**src/rtl/issue_scheduler.sv**
```systemverilog
// Issue-stage interlock: holds a decoded control word until its sources are clear of
// in-flight destinations and the multiplier is free. Optional macro: FORWARD_EN.
module issue_scheduler #(
  parameter int PIPE_DEPTH = 3,
  parameter int MUL_LAT    = 4,
  parameter int CNT_W      = 16
) (
  input  logic             clk,
  input  logic             rst,
  input  logic [31:0]      ctrl_in,
  input  logic             ctrl_valid,
  output logic             ctrl_ready,
  output logic [31:0]      issue_ctrl,
  output logic             issue_valid,
  output logic [CNT_W-1:0] stall_count
);

  localparam int MC_W = (MUL_LAT > 1) ? $clog2(MUL_LAT) : 1;

  localparam logic [0:0] S_IDLE     = 1'b0;
  localparam logic [0:0] S_MUL_BUSY = 1'b1;

  typedef struct packed {
    logic       v;
    logic [4:0] rd;
    logic       ld;
  } sb_t;

  logic                  wr_regfile, alu_imm, d_sel, cs, wr;
  logic [4:0]            rs, rt, rd;
  logic                  rt_used, dst_vld;
  logic                  hazard, accept;

  logic [0:0]            state_q, state_d;
  logic [MC_W-1:0]       mul_cnt_q, mul_cnt_d;
  sb_t [PIPE_DEPTH-1:0]  sb_q, sb_d;
  logic [PIPE_DEPTH-1:0] hit, chk, ld_vec;
  logic [31:0]           issue_ctrl_q;
  logic                  issue_valid_q;
  logic [CNT_W-1:0]      stall_q;
  logic                  unused_ld;

  assign wr_regfile = ctrl_in[22];
  assign rs         = ctrl_in[21:17];
  assign rt         = ctrl_in[16:12];
  assign rd         = ctrl_in[11:7];
  assign alu_imm    = ctrl_in[6];
  assign d_sel      = ctrl_in[5];
  assign cs         = ctrl_in[2];
  assign wr         = ctrl_in[1];

  // rt is read by R-type ops and as store data; for loads it is only a destination.
  assign rt_used = ~alu_imm | (cs & wr);
  assign dst_vld = wr_regfile & (rd != 5'd0);

  for (genvar g = 0; g < PIPE_DEPTH; g++) begin : g_hit
    assign hit[g]    = sb_q[g].v & ((rs == sb_q[g].rd) | (rt_used & (rt == sb_q[g].rd)));
    assign ld_vec[g] = sb_q[g].ld;
  end

  // The load flag only matters to the compare when forwarding covers everything else.
  assign unused_ld = ^ld_vec;

`ifdef FORWARD_EN
  always_comb begin
    chk    = '0;
    chk[0] = sb_q[0].ld;
  end
`else
  assign chk = '1;
`endif

  assign hazard     = ctrl_valid & |(hit & chk);
  assign ctrl_ready = ~rst & (state_q == S_IDLE) & ~hazard;
  assign accept     = ctrl_valid & ctrl_ready;

  always_comb begin
    sb_d = sb_q;
    for (int i = PIPE_DEPTH - 1; i > 0; i--) sb_d[i] = sb_q[i-1];
    sb_d[0].v  = accept & dst_vld;
    sb_d[0].rd = rd;
    sb_d[0].ld = cs & ~wr;
  end

  always_comb begin
    state_d   = state_q;
    mul_cnt_d = mul_cnt_q;
    case (state_q)
      S_IDLE: begin
        if (accept && d_sel && (MUL_LAT > 1)) begin
          state_d   = S_MUL_BUSY;
          mul_cnt_d = MC_W'(MUL_LAT - 1);
        end
      end
      default: begin
        if (mul_cnt_q <= MC_W'(1)) begin
          state_d   = S_IDLE;
          mul_cnt_d = '0;
        end else begin
          mul_cnt_d = mul_cnt_q - MC_W'(1);
        end
      end
    endcase
  end

  always_ff @(posedge clk) begin
    if (rst) begin
      state_q       <= S_IDLE;
      mul_cnt_q     <= '0;
      sb_q          <= '0;
      issue_ctrl_q  <= '0;
      issue_valid_q <= 1'b0;
      stall_q       <= '0;
    end else begin
      state_q       <= state_d;
      mul_cnt_q     <= mul_cnt_d;
      sb_q          <= sb_d;
      issue_ctrl_q  <= accept ? ctrl_in : 32'h0;
      issue_valid_q <= accept;
      // A cycle blocked by both a hazard and the multiplier still counts once.
      if (ctrl_valid && !ctrl_ready && (stall_q != {CNT_W{1'b1}}))
        stall_q <= stall_q + CNT_W'(1);
    end
  end

  assign issue_ctrl  = issue_ctrl_q;
  assign issue_valid = issue_valid_q;
  assign stall_count = stall_q;

endmodule

```
**config.mk**
```make
export PLATFORM = sky130hd
export DESIGN_NAME = issue_scheduler
export DESIGN_NICKNAME = d
export VERILOG_FILES = /design/src/rtl/issue_scheduler.sv
export SDC_FILE = /design/constraint.sdc
export NUM_CORES = 1
export LEC_CHECK = 0
export ABC_CLOCK_PERIOD_IN_PS = 1950
export CELL_PAD_IN_SITES_DETAIL_PLACEMENT = 0
export CELL_PAD_IN_SITES_GLOBAL_PLACEMENT = 1
export CORE_ASPECT_RATIO = 1.2
export CORE_MARGIN = 2
export CORE_UTILIZATION = 31
export CTS_CLUSTER_SIZE = 14
export DETAILED_ROUTE_END_ITERATION = 12
export PLACE_DENSITY = 0.79
export RECOVER_POWER = 100
export SETUP_SLACK_MARGIN = 0.1
export SLEW_MARGIN = 40
export SYNTH_ARGS = -nofsm -noshare
export SYNTH_HDL_FRONTEND = slang
export SYNTH_SLANG_ARGS = --single-unit
```
**constraint.sdc**
```tcl
create_clock -name clk -period 1.95 [get_ports clk]
set_input_delay 0.2925 -clock clk [delete_from_list [all_inputs] [get_ports clk]]
set_output_delay 0.2925 -clock clk [all_outputs]
set_load 0.005 [all_outputs]
```
==> results of run 1 <==
final timing paths:
path | from | to | slack, ps | cells after the start
worst max-delay path | sb_q[18] | ctrl_ready | -400 | 7
worst min-delay path | ctrl_in[6] | issue_ctrl[6] | 310 | 2
worst max register to register | sb_q[17] | sb_d[13] | -390 | 11
worst min register to register | mul_cnt_q[1] | state_q | 490 | 2
kinds of logic (layout without fill, tap and decap cells):
logic type	count (synthesis)	after routing
adders and majority gates	1	1
muxes	9	9
xor gates and xnor gates	30	30
AOI/OAI and AO/OA	22	22
DFF	70	70
and+or+nand+nor	127	127
other	0	1
buffers and inverters	17	155
area by class of cell:
| cell class | count | share of cell area, % |
|---|---|---|
| multi-input cells | 189 | 32.2 |
| flip-flops and latches | 70 | 30.9 |
| repair buffers | 138 | 29.0 |
| well taps | 117 | 3.19 |
| clock buffers | 10 | 3.00 |
| clock inverters | 6 | 1.53 |
| inverters | 1 | 0.0819 |
| diodes | 1 | 0.0546 |
power breakdown:
part	leakage, uW	internal, uW	switching, uW
Sequential	0.000577	1480	23.2
Clock	0.0000951	631	579
Combinational	0.00133	259	170
metal layers:
metal  track usage (%)  wire, um  up-vias
li1                  -         -     1226
met1              18.3      3160     1128
met2              25.1      3620       64
met3              3.92       444       12
met4              8.24       159        0
met5                 0         0        -
registers in the layout, indices dropped and copies added (netlist names):
signal       count
mul_cnt_q        2
state_q          1
issue_valid      1
sb_q             6
issue_ctrl      32
stall_count     16
sb_d            12
layout by cell type (no fill, tap or decap), types with 2 or more instances in the layout:
cell,count
sky130_fd_sc_hd__xor2_2,4
sky130_fd_sc_hd__or4_1,4
sky130_fd_sc_hd__clkinvlp_4,3
sky130_fd_sc_hd__or4_4,3
sky130_fd_sc_hd__nor3b_2,5
sky130_fd_sc_hd__mux2_4,2
sky130_fd_sc_hd__a21oi_1,5
sky130_fd_sc_hd__xor2_1,6
sky130_fd_sc_hd__buf_4,39
sky130_fd_sc_hd__nand4_1,7
sky130_fd_sc_hd__dfxtp_2,10
sky130_fd_sc_hd__dlygate4sd3_1,46
sky130_fd_sc_hd__buf_6,3
sky130_fd_sc_hd__xnor2_1,20
sky130_fd_sc_hd__a21oi_2,6
sky130_fd_sc_hd__clkdlybuf4s50_1,24
sky130_fd_sc_hd__mux2_2,6
sky130_fd_sc_hd__or3_4,2
sky130_fd_sc_hd__nor2_1,11
sky130_fd_sc_hd__dfxtp_1,59
sky130_fd_sc_hd__and3_4,4
sky130_fd_sc_hd__nand3_1,5
sky130_fd_sc_hd__or3_1,3
sky130_fd_sc_hd__dlygate4sd2_1,13
sky130_fd_sc_hd__nor4_2,2
sky130_fd_sc_hd__nor4_1,2
sky130_fd_sc_hd__clkbuf_8,10
sky130_fd_sc_hd__o21ai_0,2
sky130_fd_sc_hd__nand2_1,6
sky130_fd_sc_hd__o31ai_2,2
sky130_fd_sc_hd__o31ai_1,3
sky130_fd_sc_hd__nor2b_1,25
sky130_fd_sc_hd__buf_12,3
sky130_fd_sc_hd__nand2b_1,2
sky130_fd_sc_hd__nor3_2,2
sky130_fd_sc_hd__and3_1,36
sky130_fd_sc_hd__clkbuf_1,3
through the flow:
| stage | hold slack (ps) | setup TNS, ps | instances |
|---|---|---|---|
| finish | 305 | -12940 | 532 |
| global route | 315 | -17870 | 531 |
| CTS | 289 | -9530 | 525 |
| detailed placement | 484 | -33010 | 505 |
| global placement | 474 | -34250 | 505 |
| floorplan | 421 | 0 | 276 |
what timing repair did:
| action | in CTS | in global routing |
|---|---|---|
| endpoints found under the hold margin | 0 | 0 |
| resized for setup | 28 | 35 |
| gates cloned | 2 | 2 |
| pin swaps | 10 | 20 |
| setup buffers | 3 | 4 |
| endpoints found under the setup margin | 54 | 54 |
worst register-to-register path, cell delays in order (launching register included):
cell,delay [ps]
sky130_fd_sc_hd__dfxtp_2,350
sky130_fd_sc_hd__buf_4,120
sky130_fd_sc_hd__xor2_2,150
sky130_fd_sc_hd__nor4_2,50
sky130_fd_sc_hd__and3_1,190
sky130_fd_sc_hd__or4_4,530
sky130_fd_sc_hd__nor2_4,180
sky130_fd_sc_hd__buf_12,130
sky130_fd_sc_hd__buf_12,130
sky130_fd_sc_hd__buf_8,110
sky130_fd_sc_hd__and3_4,170
sky130_fd_sc_hd__nor3b_4,150
==> key figures, run 1 <==
Final layout
  • Proportion of layout cells with a drive suffix above 1: 30.4%
  • Register cell area after layout: 1420 um^2
  • Post-layout instance area: 4580 um^2
  • Final cell utilization of the core: 53.2%
  • Fillers: 804
  • Area delta synth->final: 66.1%
  • Net total in the final layout: 445
  • Area of the multi-input gates: 1480 um^2

Worst hold path
  • Worst min-delay path category: in2reg

Critical path
  • Sum of buffers and inverters on the critical path: 1
  • Category of the worst setup path capture point: output pin
  • Series of cell instances along the critical path: xnor2_1 -> nand4_1 -> nor4_1 -> or3_1 -> or3_4 -> a211oi_2 -> buf_2
  • Library cell contributing the largest single delay on the critical path: sky130_fd_sc_hd__or3_1
  • CP top delay family: simple AND/OR/NAND/NOR gates
  • Worst stage delay on the critical path: 390 ps
  • Critical Path Source Type: flip-flop
  • CP Data Arrival Time: 2060 ps
  • CP Class: reg2out
  • CP Max Fanout: 2
  • Required time worst endpoint: 1660 ps

Floorplanning
  • Num ports: 85
  • Rows: 37
  • Die ar.: 9680 um^2
  • Core footprint: 8610 um^2
  • Die width: 90.1 um
  • Die Height: 107 um
  • Initial Utilization: 32.1%

Global route
  • Wire length of the first global-routing pass: 11.8 mm
  • Leftover overflow at the end of global routing: 0
  • Largest net degree at the start of global routing: 47
  • Initial antenna violation count: 1
  • Via count of the first global-routing pass: 2481
  • Global Route Usage Sum: 15.2%

Synth
  • Cell area after synthesis: 2760 um^2
  • Proportion of synthesized flip-flops having asynchronous set or reset: 0%
  • Most used DFF post-synth: sky130_fd_sc_hd__dfxtp_1
  • Post-synth top area cell: sky130_fd_sc_hd__dfxtp_1
  • Number of synthesized flops with an enable pin: 0
  • Combinational family with the most area after synthesis: simple AND/OR/NAND/NOR gates
  • Ranking of synthesized cells by instance count: 70 x sky130_fd_sc_hd__dfxtp_1, 40 x sky130_fd_sc_hd__and3_1, 25 x sky130_fd_sc_hd__nor2b_1
  • Proportion of synthesized area in mux cells: 3.63%
  • Post-Syn Area per Cell: 10.0 um^2
  • Portion of synthesized cell area occupied by the leading cell type: 50.8%
  • Synthesized-area fraction occupied by xor and xnor cells: 9.52%
  • Area fraction in and, or, nand and nor cells after synthesis: 27.8%
  • Number of distinct library cells after synthesis: 35
  • Sequential fraction of the synthesis area: 50.8%
  • Post-Synthesis Cells: 276
  • FF+latch count, synth: 70
  • Number of synthesis warnings: 0
  • Top post-synthesis cells by area: sky130_fd_sc_hd__dfxtp_1 51%, sky130_fd_sc_hd__and3_1 9.1%, sky130_fd_sc_hd__xnor2_1 6.3%
  • Net count after synthesis: 312
  • Top-count cell post-synth: sky130_fd_sc_hd__dfxtp_1
  • Synthesized-area fraction occupied by ao, oa, aoi and oai cells: 5.08%
  • Post-Synth Adder-Cell Area: 0.453%

STA
  • Relative slew margins: 32.0%
  • Fin crit share: 120%
  • Peak Freq: 0.426 GHz
  • Slew of the pin with the lowest slew margin: 1020 ps
  • Final worst setup slack: -398 ps
  • Clock period minus worst slack: 2350 ps
  • Clock Skew: 11.9 ps
  • RSZ-0062 raised after global routing: yes
  • Total of endpoints with negative setup slack in the final report: 54
  • Final Hold Viols: 0
  • Number of pins exceeding their max-slew limit in the final report: 0

Routing
  • Vias after detailed routing: 2430
  • Aggregate routed wire length: 7.38 mm
  • Number of nets with antenna violations after routing: 0
  • 1st-iter DRT viols: 111
  • First drt pass iteration count: 4
  • Number of vias per cell after detailed routing: 4.57
  • Detailed-route wire length per cell: 13.9 um
  • Remaining routing DRC violations: 0

Clocking
  • Max Buffers Root-to-Sink: 2
  • Inserted Clock Buffers: 9
  • Clock latency on the worst-skew pair: 350 ps
  • CTS tree: done
  • CTS Sinks: 70
  • CTS clk-pin slew, worst paths: 80 ps
  • CTS H-tree depth: 3
  • Library cell used as clock root buffer: sky130_fd_sc_hd__clkbuf_8
  • Cts-stage hold buffer count: 0

Placed design
  • Worst setup timing slack at the placement stage: -1030 ps
  • Last weighted congestion value of the routability-driven placer: 0.857
  • Hpwl dp: 5.13 mm
  • Count of port buffers added during placement: 84
  • Placement Cell Area: 4090 um^2

Run status
  • Violations in the final reports: negative setup slack
  • Status: finished, violations left

Flow run
  • Maximum capacitance violations: 0

Pwr
  • Post-layout total power: 3140 uW
  • IR Drop Worst-Case VDD: 0.419 mV
  • Power Dens Cells: 685 nW/um^2
  • Leakage power: 0.00200 uW
(Power assumes the default switching activity.)
==> run 2, diff against run 1 <==
--- a/config.mk
+++ b/config.mk
@@ -5,10 +5,9 @@
 export SDC_FILE = /design/constraint.sdc
 export NUM_CORES = 1
 export LEC_CHECK = 0
-export ABC_CLOCK_PERIOD_IN_PS = 1950
 export CELL_PAD_IN_SITES_DETAIL_PLACEMENT = 0
 export CELL_PAD_IN_SITES_GLOBAL_PLACEMENT = 1
-export CORE_ASPECT_RATIO = 1.2
+export CORE_ASPECT_RATIO = 0.5
 export CORE_MARGIN = 2
 export CORE_UTILIZATION = 31
 export CTS_CLUSTER_SIZE = 14
==> run 2 against run 1 <==
The run still ends with negative setup slack left. Register-to-register slack improved by 50 ps. Die area rose by 0.44%. Clock power rose by 37%. Non-clock buffer count fell by 15. Global-route usage fell by 0.11 points. Cell count fell by 3.0%. Fmax rose by 0.33%. Via count fell by 2.0%. Clock skew fell by 5.3 ps. Power rose by 12%. Sequential power barely moved. Critical path type unchanged. Largest power group is now the clock network.
==> key figures, run 2 (synthesized netlist as in run 1, its figures left out) <==
Clocking
  • Clock latency on the worst-skew pair: 330 ps (was 350 ps)
  • Inserted Clock Buffers: 9 (unchanged)
  • CTS tree: done (unchanged)
  • CTS clk-pin slew, worst paths: 60 ps (was 80 ps)
  • CTS Sinks: 70 (unchanged)
  • Library cell used as clock root buffer: sky130_fd_sc_hd__clkbuf_16 (was sky130_fd_sc_hd__clkbuf_8)
  • Cts-stage hold buffer count: 0 (unchanged)
  • CTS H-tree depth: 3 (unchanged)
  • Max Buffers Root-to-Sink: 2 (unchanged)

Critical path
  • Category of the worst setup path capture point: output pin (unchanged)
  • Required time worst endpoint: 1660 ps (about the same)
  • Startpoint of the lowest-slack register-to-register path: sb_d[18] (was sb_q[17])
  • Critical Path Source Type: flip-flop (unchanged)
  • Source of the critical timing path: sb_q[18] (unchanged)
  • CP Max Fanout: 2 (unchanged)
  • CP Class: reg2out (unchanged)
  • CP Data Arrival Time: 2050 ps (was 2060 ps)

Routing
  • Remaining routing DRC violations: 0 (unchanged)
  • Number of nets with antenna violations after routing: 0 (unchanged)
  • Detailed-route wire length per cell: 13.6 um (was 13.9 um)
  • 1st-iter DRT viols: 72 (was 111)
  • First drt pass iteration count: 4 (unchanged)
  • Aggregate routed wire length: 7.03 mm (was 7.38 mm)
  • Vias after detailed routing: 2381 (was 2430)
  • Number of vias per cell after detailed routing: 4.61 (was 4.57)

Pwr
  • IR Drop Worst-Case VDD: 0.447 mV (was 0.419 mV)
  • Power Dens Cells: 801 nW/um^2 (was 685 nW/um^2)
  • Leakage power: 0.00193 uW (was 0.00200 uW)

Global route
  • Global Route Usage Sum: 15.1% (was 15.2%)
  • Wire length of the first global-routing pass: 11.4 mm (was 11.8 mm)
  • Initial antenna violation count: 0 (was 1)
  • Largest net degree at the start of global routing: 47 (unchanged)
  • Via count of the first global-routing pass: 2374 (was 2481)
  • Leftover overflow at the end of global routing: 0 (unchanged)

Floorplanning
  • Die Height: 70.7 um (was 107 um)
  • Core footprint: 8680 um^2 (was 8610 um^2)
  • Die ar.: 9720 um^2 (was 9680 um^2)
  • Rows: 24 (was 37)
  • Num ports: 85 (unchanged)
  • Die width: 137 um (was 90.1 um)
  • Initial Utilization: 31.8% (was 32.1%)

STA
  • Relative slew margins: 36.3% (was 32.0%)
  • Final Hold Viols: 0 (unchanged)
  • Slew of the pin with the lowest slew margin: 956 ps (was 1020 ps)
  • Clock period minus worst slack: 2340 ps (was 2350 ps)
  • RSZ-0062 raised after global routing: yes (unchanged)
  • Fin crit share: 120% (about the same)
  • Total of endpoints with negative setup slack in the final report: 32 (was 54)
  • Final worst setup slack: -391 ps (was -398 ps)
  • Clock Skew: 6.63 ps (was 11.9 ps)
  • Peak Freq: 0.427 GHz (was 0.426 GHz)
  • Number of pins exceeding their max-slew limit in the final report: 0 (unchanged)
  • Worst hold slack: 352 ps (was 305 ps)

Final layout
  • N_diodes: 0 (was 1)
  • Fillers: 798 (was 804)
  • Number of flip-flops in the largest register: 32 (unchanged)
  • Proportion of layout cells with a drive suffix above 1: 25.1% (was 30.4%)
  • Area delta synth->final: 59.4% (was 66.1%)
  • Net total in the final layout: 430 (was 445)
  • Post-layout instance area: 4400 um^2 (was 4580 um^2)
  • Leading cell types in the layout, fill and taps excluded: 57 x sky130_fd_sc_hd__dfxtp_1, 47 x sky130_fd_sc_hd__dlygate4sd3_1, 38 x sky130_fd_sc_hd__and3_1 (was 59 x sky130_fd_sc_hd__dfxtp_1, 46 x sky130_fd_sc_hd__dlygate4sd3_1, 39 x sky130_fd_sc_hd__buf_4)
  • Most common cell after layout, fill and taps aside: sky130_fd_sc_hd__dfxtp_1 (unchanged)
  • Final cell utilization of the core: 50.7% (was 53.2%)

Run status
  • Status: finished, violations left (unchanged)
  • Violations in the final reports: negative setup slack (unchanged)

Placed design
  • Hpwl dp: 5.21 mm (was 5.13 mm)
  • Placement Cell Area: 4020 um^2 (was 4090 um^2)
  • Last weighted congestion value of the routability-driven placer: 0.899 (was 0.857)
  • Count of port buffers added during placement: 84 (unchanged)

Flow run
  • Maximum capacitance violations: 0 (unchanged)

Worst hold path
  • Hold path startpoint: ctrl_in[2] (was ctrl_in[6])
  • Worst min-delay path category: in2reg (unchanged)
## run 2: changes by cell type in the layout (fill, tap and decap cells not counted), moves of 3 or more
cell and change:
sky130_fd_sc_hd__a21oi_2 -3, sky130_fd_sc_hd__clkbuf_16 +8, sky130_fd_sc_hd__a21oi_1 +3, sky130_fd_sc_hd__buf_4 -11, sky130_fd_sc_hd__clkbuf_8 -10
## run 2: cell type report
cell class              count  area, um^2  area share [%]
flip-flops and latches     70        1420            32.3
multi-input cells         189        1390            31.7
repair buffers            123        1130            25.7
clock buffers               9         225            5.12
well taps                 117         146            3.33
clock inverters             7        80.1            1.82
inverters                   1        3.75          0.0853
## run 2: where the power goes
part | internal [uW] | leakage [uW] | switching (uW) | total [uW]
Sequential | 1480 | 0.000577 | 23.5 | 1500
Clock | 1000 | 0.000143 | 652 | 1660
Combinational | 208 | 0.00121 | 154 | 362
## run 2: stage by stage
| step | total power [uW] | setup TNS (ps) | setup WS [ps] | std cells |
|---|---|---|---|---|
| after global routing | 3690 | -9720 | -446 | 516 |
| after CTS | 3580 | -5270 | -430 | 516 |
| after floorplan | 1680 | 0 | 68.6 | 276 |
| after global placement | 1900 | -33320 | -1080 | 496 |
| final | 3520 | -5700 | -391 | 516 |
| after detailed placement | 1910 | -34100 | -1100 | 496 |
## run 2: critical path: stages, from the launching register on
cell and delay (ps):
sky130_fd_sc_hd__dfxtp_2 330, sky130_fd_sc_hd__xnor2_1 130, sky130_fd_sc_hd__nand4_1 100, sky130_fd_sc_hd__nor4_1 60, sky130_fd_sc_hd__or3_4 390, sky130_fd_sc_hd__or3_4 340, sky130_fd_sc_hd__a211oi_2 210, sky130_fd_sc_hd__buf_2 140
## run 2: worst paths after layout
check | endpoint | slack, ps | cells after the start
setup reg to reg | stall_count[14] | -340 | 9
hold reg to reg | sb_d[20] | 490 | 1
hold / removal | issue_ctrl[2] | 350 | 2
setup / recovery | ctrl_ready | -390 | 7
## run 2: timing repair
action,in CTS,in global routing
endpoints found under the setup margin,54,54
pin swaps,10,6
cloned,0,0
buffers inserted,4,0
gates resized for setup,38,6
## run 2: metal layers
layer  vias up  routed length (um)  global-route usage [%]
met5         -                   0                       0
met4         0                  68                    4.70
met3         8                 261                    4.87
met2        41                3540                    26.1
met1      1135                3160                    18.0
li1       1197                   -                       -
==> run 3, diff against run 2 <==
--- a/config.mk
+++ b/config.mk
@@ -7,7 +7,6 @@
 export LEC_CHECK = 0
 export CELL_PAD_IN_SITES_DETAIL_PLACEMENT = 0
 export CELL_PAD_IN_SITES_GLOBAL_PLACEMENT = 1
-export CORE_ASPECT_RATIO = 0.5
 export CORE_MARGIN = 2
 export CORE_UTILIZATION = 31
 export CTS_CLUSTER_SIZE = 14
==> run 3 against run 2 <==
The flow still finishes with violations (negative setup slack). Sequential cell count unchanged. Clock skew up 3.2 ps. First-iteration DRC count down 28%. Cell area up 6.2%. Die area down 0.47%. Combinational power up 31%. Sequential power about the same. Critical path depth unchanged. Count of clock-buffer cells in the layout up 1. Sequential share of layout area down 1.9 points. Register-to-register slack worse by 30 ps. Critical endpoint unchanged.
==> key figures, run 3 (synthesized netlist as in run 1, its figures left out) <==
Clocking
  • CTS H-tree depth: 3 (unchanged)
  • Library cell used as clock root buffer: sky130_fd_sc_hd__clkbuf_8 (was sky130_fd_sc_hd__clkbuf_16)
  • CTS tree: done (unchanged)
  • Inserted Clock Buffers: 9 (unchanged)
  • CTS Sinks: 70 (unchanged)
  • Max Buffers Root-to-Sink: 2 (unchanged)
  • CTS clk-pin slew, worst paths: 80 ps (was 60 ps)
  • Cts-stage hold buffer count: 0 (unchanged)
  • Clock latency on the worst-skew pair: 340 ps (was 330 ps)

Routing
  • Number of vias per cell after detailed routing: 4.75 (was 4.61)
  • Aggregate routed wire length: 7.97 mm (was 7.03 mm)
  • Detailed-route wire length per cell: 15.1 um (was 13.6 um)
  • Remaining routing DRC violations: 0 (unchanged)
  • First drt pass iteration count: 4 (unchanged)
  • 1st-iter DRT viols: 52 (was 72)
  • Number of nets with antenna violations after routing: 0 (unchanged)
  • Vias after detailed routing: 2501 (was 2381)

Final layout
  • Proportion of layout cells with a drive suffix above 1: 30.8% (was 25.1%)
  • N_diodes: 0 (unchanged)
  • Fillers: 809 (was 798)
  • Number of flip-flops in the largest register: 32 (unchanged)
  • Net total in the final layout: 450 (was 430)
  • Register cell area after layout: 1420 um^2 (about the same)
  • Most common cell after layout, fill and taps aside: sky130_fd_sc_hd__dfxtp_1 (unchanged)
  • Area delta synth->final: 69.2% (was 59.4%)
  • Leading cell types in the layout, fill and taps excluded: 58 x sky130_fd_sc_hd__dfxtp_1, 48 x sky130_fd_sc_hd__dlygate4sd3_1, 36 x sky130_fd_sc_hd__and3_1, 36 x sky130_fd_sc_hd__buf_4, 25 x sky130_fd_sc_hd__nor2b_1 (was 57 x sky130_fd_sc_hd__dfxtp_1, 47 x sky130_fd_sc_hd__dlygate4sd3_1, 38 x sky130_fd_sc_hd__and3_1)
  • Area of the multi-input gates: 1470 um^2 (was 1390 um^2)
  • Final cell utilization of the core: 53.8% (was 50.7%)

Global route
  • Initial antenna violation count: 0 (unchanged)
  • Largest net degree at the start of global routing: 47 (unchanged)
  • Via count of the first global-routing pass: 2544 (was 2374)
  • Global Route Usage Sum: 16.7% (was 15.1%)
  • Leftover overflow at the end of global routing: 0 (unchanged)
  • Wire length of the first global-routing pass: 12.8 mm (was 11.4 mm)

Critical path
  • Required time worst endpoint: 1660 ps (about the same)
  • Worst stage delay on the critical path: 390 ps (about the same)
  • CP Class: reg2out (unchanged)
  • Register-to-register setup slack: -370 ps (was -340 ps)
  • CP Max Fanout: 2 (unchanged)
  • End of the worst register-to-register path: issue_ctrl[9] (was stall_count[14])
  • Critical Path Source Type: flip-flop (unchanged)
  • Library cell contributing the largest single delay on the critical path: sky130_fd_sc_hd__or3_1 (was sky130_fd_sc_hd__or3_4)
  • Worst Reg-to-Reg Cells: 12 (was 9)
  • Series of cell instances along the critical path: xnor2_1 -> nand4_1 -> nor4_1 -> or3_1 -> or3_4 -> a211oi_2 -> buf_2 (was xnor2_1 -> nand4_1 -> nor4_1 -> or3_4 -> or3_4 -> a211oi_2 -> buf_2)
  • Category of the worst setup path capture point: output pin (unchanged)
  • Startpoint of the lowest-slack register-to-register path: sb_q[17] (was sb_d[18])
  • Sum of buffers and inverters on the critical path: 1 (unchanged)
  • CP top delay family: simple AND/OR/NAND/NOR gates (unchanged)
  • CP Data Arrival Time: 2100 ps (was 2050 ps)

Pwr
  • IR Drop Worst-Case VDD: 0.415 mV (was 0.447 mV)
  • Post-layout total power: 3120 uW (was 3520 uW)
  • Leakage power: 0.00207 uW (was 0.00193 uW)
  • Power Dens Cells: 668 nW/um^2 (was 801 nW/um^2)

Run status
  • Violations in the final reports: negative setup slack (unchanged)
  • Status: finished, violations left (unchanged)

Placed design
  • Last weighted congestion value of the routability-driven placer: 0.911 (was 0.899)
  • Count of port buffers added during placement: 84 (unchanged)
  • Hpwl dp: 5.20 mm (was 5.21 mm)

STA
  • Final Hold Viols: 0 (unchanged)
  • Fin crit share: 123% (was 120%)
  • Relative slew margins: 32.5% (was 36.3%)
  • Slew of the pin with the lowest slew margin: 1010 ps (was 956 ps)
  • Total of endpoints with negative setup slack in the final report: 53 (was 32)
  • Total Neg Setup Slack: -14530 ps (was -5700 ps)
  • RSZ-0062 raised after global routing: yes (unchanged)
  • Final worst setup slack: -442 ps (was -391 ps)
  • Clock period minus worst slack: 2390 ps (was 2340 ps)
  • Peak Freq: 0.418 GHz (was 0.427 GHz)
  • Number of pins exceeding their max-slew limit in the final report: 0 (unchanged)
  • Clock Skew: 9.86 ps (was 6.63 ps)

Floorplanning
  • Die width: 98.4 um (was 137 um)
  • Die Height: 98.4 um (was 70.7 um)
  • Initial Utilization: 31.8% (unchanged)
  • Num ports: 85 (unchanged)
  • Die ar.: 9670 um^2 (was 9720 um^2)
  • Rows: 34 (was 24)
  • Core footprint: 8680 um^2 (unchanged)

Flow run
  • Maximum capacitance violations: 0 (unchanged)

Worst hold path
  • Depth of the worst hold-timing path: 2 (unchanged)
  • Worst min-delay path category: in2reg (unchanged)
  • End of the worst hold path: issue_ctrl[6] (was issue_ctrl[2])
  • Hold path startpoint: ctrl_in[6] (was ctrl_in[2])
==> run 3: worst max path at each step <==
stage | from | endpoint | cells after the start
2_1_floorplan | stall_count[0] | stall_count[2] | 9
4_1_cts | sb_d[9] | ctrl_ready | 7
5_1_grt | sb_q[16] | ctrl_ready | 7
3_3_place_gp | ctrl_in[6] | ctrl_ready | 8
3_5_place_dp | ctrl_in[6] | ctrl_ready | 8
6_report | sb_q[16] | ctrl_ready | 7
==> run 3: report_power, final <==
part           internal, uW  total, uW  switching (uW)
Combinational           285        476             191
Sequential             1480       1500            24.3
Clock                   586       1140             553
Total                  2350       3120             768
==> run 3: stage by stage <==
step | worst slack [ps] | cell area [um^2] | cells | hold slack [ps]
after floorplan | 68.6 | 2830 | 276 | 421
after global placement | -969 | 4080 | 496 | 475
after detailed placement | -1040 | 4080 | 496 | 483
after CTS | -477 | 4580 | 525 | 312
after global routing | -537 | 4670 | 527 | 327
final | -442 | 4670 | 527 | 326
==> run 3: routing by layer <==
| layer | up-vias | global-route usage [%] | wire length (um) |
|---|---|---|---|
| met3 | 13 | 4.37 | 477 |
| li1 | 1234 | - | - |
| met5 | - | 0 | 0 |
| met1 | 1186 | 21.3 | 3600 |
| met2 | 68 | 26.6 | 3750 |
| met4 | 0 | 7.27 | 138 |
==> run 3: layout make-up <==
type	count	area share (%)
tap	108	2.89
clock buffer	10	2.73
timing repair buffer	143	31.1
sequential	70	30.4
inverter	1	0.0804
multi-input combinational	189	31.5
clock inverter	6	1.34
==> run 3: repair_timing <==
| action | CTS | global route |
|---|---|---|
| endpoints found under the setup margin | 54 | 54 |
| pin swaps | 15 | 9 |
| gates cloned | 5 | 0 |
| buffers inserted | 8 | 2 |
| resized for setup | 54 | 18 |
